[src/rtl/uart_pkg.sv]
// rtl/uart_pkg.sv - shared UART state encodings and frame constants
package uart_pkg;

    localparam int UART_OVERSAMPLE_DEFAULT = 16;

    // Line levels shared with the transmitter so both ends agree on framing.
    localparam logic UART_START_BIT  = 1'b0;
    localparam logic UART_STOP_BIT   = 1'b1;
    localparam logic UART_IDLE_LEVEL = 1'b1;

    typedef enum logic [2:0] {
        ST_IDLE  = 3'd0,
        ST_START = 3'd1,
        ST_DATA  = 3'd2,
        ST_STOP  = 3'd3,
        ST_BREAK = 3'd4
    } uart_state_e;

endpackage

[src/rtl/uart_sync.sv]
// rtl/uart_sync.sv - parameterised two-flop synchroniser with configurable reset value
module uart_sync #(
    parameter int               WIDTH     = 1,
    parameter logic [WIDTH-1:0] RESET_VAL = '1
) (
    input  logic             clk,
    input  logic             rstn,
    input  logic [WIDTH-1:0] d_i,
    output logic [WIDTH-1:0] q_o
);

    logic [WIDTH-1:0] meta_q;
    logic [WIDTH-1:0] sync_q;

    always_ff @(posedge clk or negedge rstn) begin
        if (!rstn) begin
            meta_q <= RESET_VAL;
            sync_q <= RESET_VAL;
        end else begin
            meta_q <= d_i;
            sync_q <= meta_q;
        end
    end

    assign q_o = sync_q;

endmodule

[src/rtl/uart_rx_axis.sv]
// rtl/uart_rx_axis.sv - oversampling UART receiver with one-entry AXI-Stream holding register
module uart_rx_axis
    import uart_pkg::*;
#(
    parameter int DATA_BITS  = 8,
    parameter int OVERSAMPLE = UART_OVERSAMPLE_DEFAULT
) (
    input  logic                 clk,
    input  logic                 rstn,
    input  logic                 rx_tick,
    input  logic                 rxd,
    output logic [DATA_BITS-1:0] m_axis_tdata,
    output logic                 m_axis_tvalid,
    input  logic                 m_axis_tready,
    output logic                 frame_err,
    output logic                 overrun
);

    localparam int TW = $clog2(OVERSAMPLE);
    localparam int BW = $clog2(DATA_BITS + 1);

    localparam logic [TW-1:0] TICK_HALF = TW'(OVERSAMPLE / 2 - 1);
    localparam logic [TW-1:0] TICK_LAST = TW'(OVERSAMPLE - 1);
    localparam logic [BW-1:0] BIT_LAST  = BW'(DATA_BITS - 1);

    logic                 rxd_s;
    uart_state_e          state_q;
    logic [TW-1:0]        tick_cnt_q;
    logic [TW-1:0]        tick_inc;
    logic [BW-1:0]        bit_cnt_q;
    logic [DATA_BITS-1:0] shreg_q;
    logic [DATA_BITS-1:0] tdata_q;
    logic                 tvalid_q;
    logic                 frame_err_q;
    logic                 overrun_q;

    uart_sync #(
        .WIDTH     (1),
        .RESET_VAL (UART_IDLE_LEVEL)
    ) u_rxd_sync (
        .clk  (clk),
        .rstn (rstn),
        .d_i  (rxd),
        .q_o  (rxd_s)
    );

    // Modulo-OVERSAMPLE increment so non-power-of-two ratios still wrap correctly.
    assign tick_inc = (tick_cnt_q == TICK_LAST) ? '0 : tick_cnt_q + TW'(1);

    always_ff @(posedge clk or negedge rstn) begin
        if (!rstn) begin
            state_q     <= ST_IDLE;
            tick_cnt_q  <= '0;
            bit_cnt_q   <= '0;
            shreg_q     <= '0;
            tdata_q     <= '0;
            tvalid_q    <= 1'b0;
            frame_err_q <= 1'b0;
            overrun_q   <= 1'b0;
        end else begin
            frame_err_q <= 1'b0;
            overrun_q   <= 1'b0;

            if (tvalid_q && m_axis_tready) begin
                tvalid_q <= 1'b0;
            end

            if (rx_tick) begin
                case (state_q)
                    ST_IDLE: begin
                        if (rxd_s == UART_START_BIT) begin
                            state_q    <= ST_START;
                            tick_cnt_q <= '0;
                        end else begin
                            tick_cnt_q <= tick_inc;
                        end
                    end

                    ST_START: begin
                        if (tick_cnt_q == TICK_HALF) begin
                            tick_cnt_q <= '0;
                            bit_cnt_q  <= '0;
                            state_q    <= (rxd_s == UART_START_BIT) ? ST_DATA : ST_IDLE;
                        end else begin
                            tick_cnt_q <= tick_inc;
                        end
                    end

                    ST_DATA: begin
                        tick_cnt_q <= tick_inc;
                        if (tick_cnt_q == TICK_LAST) begin
                            shreg_q   <= {rxd_s, shreg_q[DATA_BITS-1:1]};
                            bit_cnt_q <= bit_cnt_q + BW'(1);
                            if (bit_cnt_q == BIT_LAST) begin
                                state_q    <= ST_STOP;
                                tick_cnt_q <= '0;
                            end
                        end
                    end

                    ST_STOP: begin
                        if (tick_cnt_q == TICK_LAST) begin
                            tick_cnt_q <= '0;
                            if (rxd_s == UART_STOP_BIT) begin
                                state_q <= ST_IDLE;
                                // A same-cycle handshake frees the slot, so the new byte may replace it.
                                if (!tvalid_q || m_axis_tready) begin
                                    tdata_q  <= shreg_q;
                                    tvalid_q <= 1'b1;
                                end else begin
                                    overrun_q <= 1'b1;
                                end
                            end else begin
                                frame_err_q <= 1'b1;
                                state_q     <= ST_BREAK;
                            end
                        end else begin
                            tick_cnt_q <= tick_inc;
                        end
                    end

                    ST_BREAK: begin
                        // Held-low line parks here so a break reports only one framing error.
                        if (rxd_s == UART_IDLE_LEVEL) begin
                            state_q    <= ST_IDLE;
                            tick_cnt_q <= '0;
                        end else begin
                            tick_cnt_q <= tick_inc;
                        end
                    end

                    default: begin
                        state_q    <= ST_IDLE;
                        tick_cnt_q <= '0;
                    end
                endcase
            end
        end
    end

    assign m_axis_tdata  = tdata_q;
    assign m_axis_tvalid = tvalid_q;
    assign frame_err     = frame_err_q;
    assign overrun       = overrun_q;

endmodule

[config.mk]
export PLATFORM = sky130hd
export DESIGN_NAME = uart_rx_axis
export DESIGN_NICKNAME = d
export VERILOG_FILES = /design/src/rtl/uart_pkg.sv /design/src/rtl/uart_sync.sv /design/src/rtl/uart_rx_axis.sv
export SDC_FILE = /design/constraint.sdc
export NUM_CORES = 1
export LEC_CHECK = 0
export ABC_AREA = 1
export CAP_MARGIN = 20
export CORE_MARGIN = 2
export CORE_UTILIZATION = 55
export DETAILED_ROUTE_END_ITERATION = 7
export PLACE_DENSITY = 0.77
export SETUP_SLACK_MARGIN = 0.05
export SYNTH_ARGS = -nofsm -noshare
export SYNTH_HDL_FRONTEND = slang
export SYNTH_SLANG_ARGS = --single-unit
[constraint.sdc]
create_clock -name clk -period 1.9 [get_ports clk]
set_clock_uncertainty 0.1 [all_clocks]
set_input_delay 0.19 -clock clk [delete_from_list [all_inputs] [get_ports clk]]
set_output_delay 0.19 -clock clk [all_outputs]
set_load 0.01 [all_outputs]
==> flow_summary.ini, run 1 <==
[layout]
utilization_pct = 66.7
layout.cells.non_filler = 239
post_route_cells_drive_above_1_share_pct = 15.4
final_area_um2 = 1820
final_common_cell = nand2_1
area_delta_synth_final_pct = 15.3
nNetsFinal = 214
antenna_cells = 0
layout_common_cells = 56 x nand2_1, 30 x dfrtp_1, 21 x inv_1, 19 x nor2_1, 15 x clkdlybuf4s50_1

[global_route]
grt_antenna_before_repair = 0
first_global_vias = 1239
grt-ovfl-total = 0
grt_max_degree = 33
grt_first_pass_wirelength_um = 5090
track_usage_pct = 20.0

[placed_design]
placed_area_um2 = 1760
dp.cells = 231
gp_congestion = 0.811
dp_hpwl_um = 2120
io_buffers = 15

[synth]
seq_area_frac_synth_pct = 50.8
synth_area_um2 = 1580
syn_area_per_cell_um2 = 8.55
syn_nets = 192
yosys_warnings = 0
synth-seq-cells = 32
synth_cell_types = 23
netlist_instances = 185

[worst_setup_path]
slowest_stage = dfrtp_1
timing.rr.start = tick_cnt_q[0]
rrSetupSlack_ps = 150
worstPathRequired_ps = 2030
critPathMaxFanout = 16
critical_path.top_delay_family = simple AND/OR/NAND/NOR gates
max_stage_delay_ps = 400
worstPathBufferInverterCount = 0
r2r-end = m_axis_tdata[2]
crit_type = reg2reg
worst_setup_path_start_kind = register
cp_cell_sequence = ha_1, nand3_4, nor2_8, nand4_4, nand2_1, o21ai_2
end_kind = register
worstPathArrival_ps = 1880
rr_worst_depth = 6
crit_cells = 6

[die]
core_um2 = 2730
io_pins = 16
start_util_pct = 57.8
num_rows = 19
die_width_um = 57.6
die_h_um = 57.6
die_area_um2 = 3320

[worst_hold_path]
hold_path_class = in2async

[pwr]
power_density_nw_per_um2 = 893
p_leak_nw = 0.916
total_power_w = 0.00163
ir_worst_vdd_v = 0.000688

[sta]
setup_violations = 0
fin_crit_sh_pct = 92.0
max_freq_mhz = 572
setup_tns_ps = 0
min_period_ps = 1750
hold_violations = 0
rsz0062_at_grt = false
worst_pin_slew_ps = 391
finalMaxSlewViolations = 0
slew_headroom_pct = 73.9

[clock_network]
ctsResizeCount = 0
ctsHoldBuffers = 0
numCtsBuffers = 5
cts_htree_levels = 2
cts.clk_slew.worst_paths_ps = 100
cts.root.buffer_cell = clkbuf_4
cts_setup_buffers = 0
cts_sinks = 32
clkLatencyLatePin_ps = 330
cts_tree = built
cts-root-to-sink-buffers = 2

[drt]
wl_per_cell_um = 12.2
drt_iter0_markers = 79
ant_nets = 0
vias_per_cell = 5.31
dr.pass1.iters = 4
drcViolationCount = 0
num_vias = 1269
drt-total-wl_um = 2930

[job]
drv_cap = 0

[run_status]
status = completed
-- stage by stage --
step / setup slack (ps) / hold WS [ps]
finish: 152 / 134
global route: 54.7 / 161
CTS: 131 / 136
detailed placement: 116 / 249
global placement: 220 / 246
floorplan: 395 / -206
-- worst max path at each step --
stage	to	start
CTS	m_axis_tdata[2]	tick_cnt_q[0]
global route	m_axis_tdata[2]	tick_cnt_q[0]
floorplan	m_axis_tdata[6]	tick_cnt_q[0]
finish	m_axis_tdata[2]	tick_cnt_q[0]
detailed placement	m_axis_tdata[2]	rx_tick
global placement	m_axis_tdata[2]	rx_tick
-- layout make-up --
| type | count | area [um2] |
|---|---|---|
| Inverter | 23 | 86.3 |
| Tap cell | 31 | 38.8 |
| Clock inverter | 2 | 10.0 |
| Timing Repair Buffer | 17 | 165 |
| Multi-Input combinational cell | 128 | 669 |
| Clock buffer | 6 | 51.3 |
| Fill cell | 225 | 910 |
| Sequential cell | 32 | 803 |
-- cells in the mapped netlist --
master,n,share of area [%]
nand2_1,56,13
nor2_2,3,1.2
o21ai_1,1,0.32
nand4_1,4,1.6
nand3_1,12,3.8
xor2_1,2,1.1
dfrtp_1,30,47
ha_1,2,1.6
inv_1,21,5.0
o21ai_0,10,3.2
nor3_1,1,0.32
inv_2,2,0.47
nand3b_1,2,0.95
nor2_8,1,1.3
buf_6,2,1.4
nor2_1,19,4.5
nand2_4,1,0.71
nand4_4,1,1.3
nand3_4,1,1.1
o21ai_2,8,4.4
o211ai_1,1,0.47
dfstp_2,2,3.3
nand2_2,3,1.2
-- flip-flops by register name (all words and copies together), names as in the netlist --
signal,flops
frame_err,1
shreg_q,8
m_axis_tvalid,1
u_rxd_sync.q_o,1
u_rxd_sync.meta_q,1
bit_cnt_q,4
tick_cnt_q,4
m_axis_tdata,8
overrun,1
state_q,3
-- per-layer routing --
metal  part of all wire [%]  up-vias  global-route usage, %
met3                    6.2       12                   5.58
met4                    2.8        0                   10.6
met1                     44      580                   26.2
met5                      0        -                      0
li1                       -      630                      -
met2                     47       47                   30.4
-- kinds of logic after synthesis --
| logic type | after synthesis | synth area share [%] |
|---|---|---|
| xor+xnor | 2 | 1.11 |
| fa+ha+maj | 2 | 1.58 |
| simple gates | 104 | 31.2 |
| buf+inv | 25 | 6.88 |
| compound gates | 20 | 8.39 |
| flops | 32 | 50.8 |
-- report_power, final --
group / internal (W) / leakage (nW) / switching [W] / total [W]
Combinational: 0.000141 / 0.443 / 0.000273 / 0.000414
Sequential: 0.000739 / 0.434 / 0.0000752 / 0.000814
Clock: 0.000176 / 0.0380 / 0.000226 / 0.000402
Total: 0.00106 / 0.916 / 0.000574 / 0.00163
Note: power is estimated with default switching activity, not from simulation.
==> inputs of run 2 (changes only) <==
Settings changed: SKIP_CTS_REPAIR_TIMING set to 1.
==> results of run 2 <==
Same layout as run 1: the final DEF is identical, and so are final timing and power.
==> inputs of run 3 (changes only) <==
Settings changed: CAP_MARGIN 20 to 40, GPL_ROUTABILITY_DRIVEN set to 0, GPL_TIMING_DRIVEN set to 1.
==> results of run 3 <==
Same layout as run 1: the final DEF is identical, and so are final timing and power.
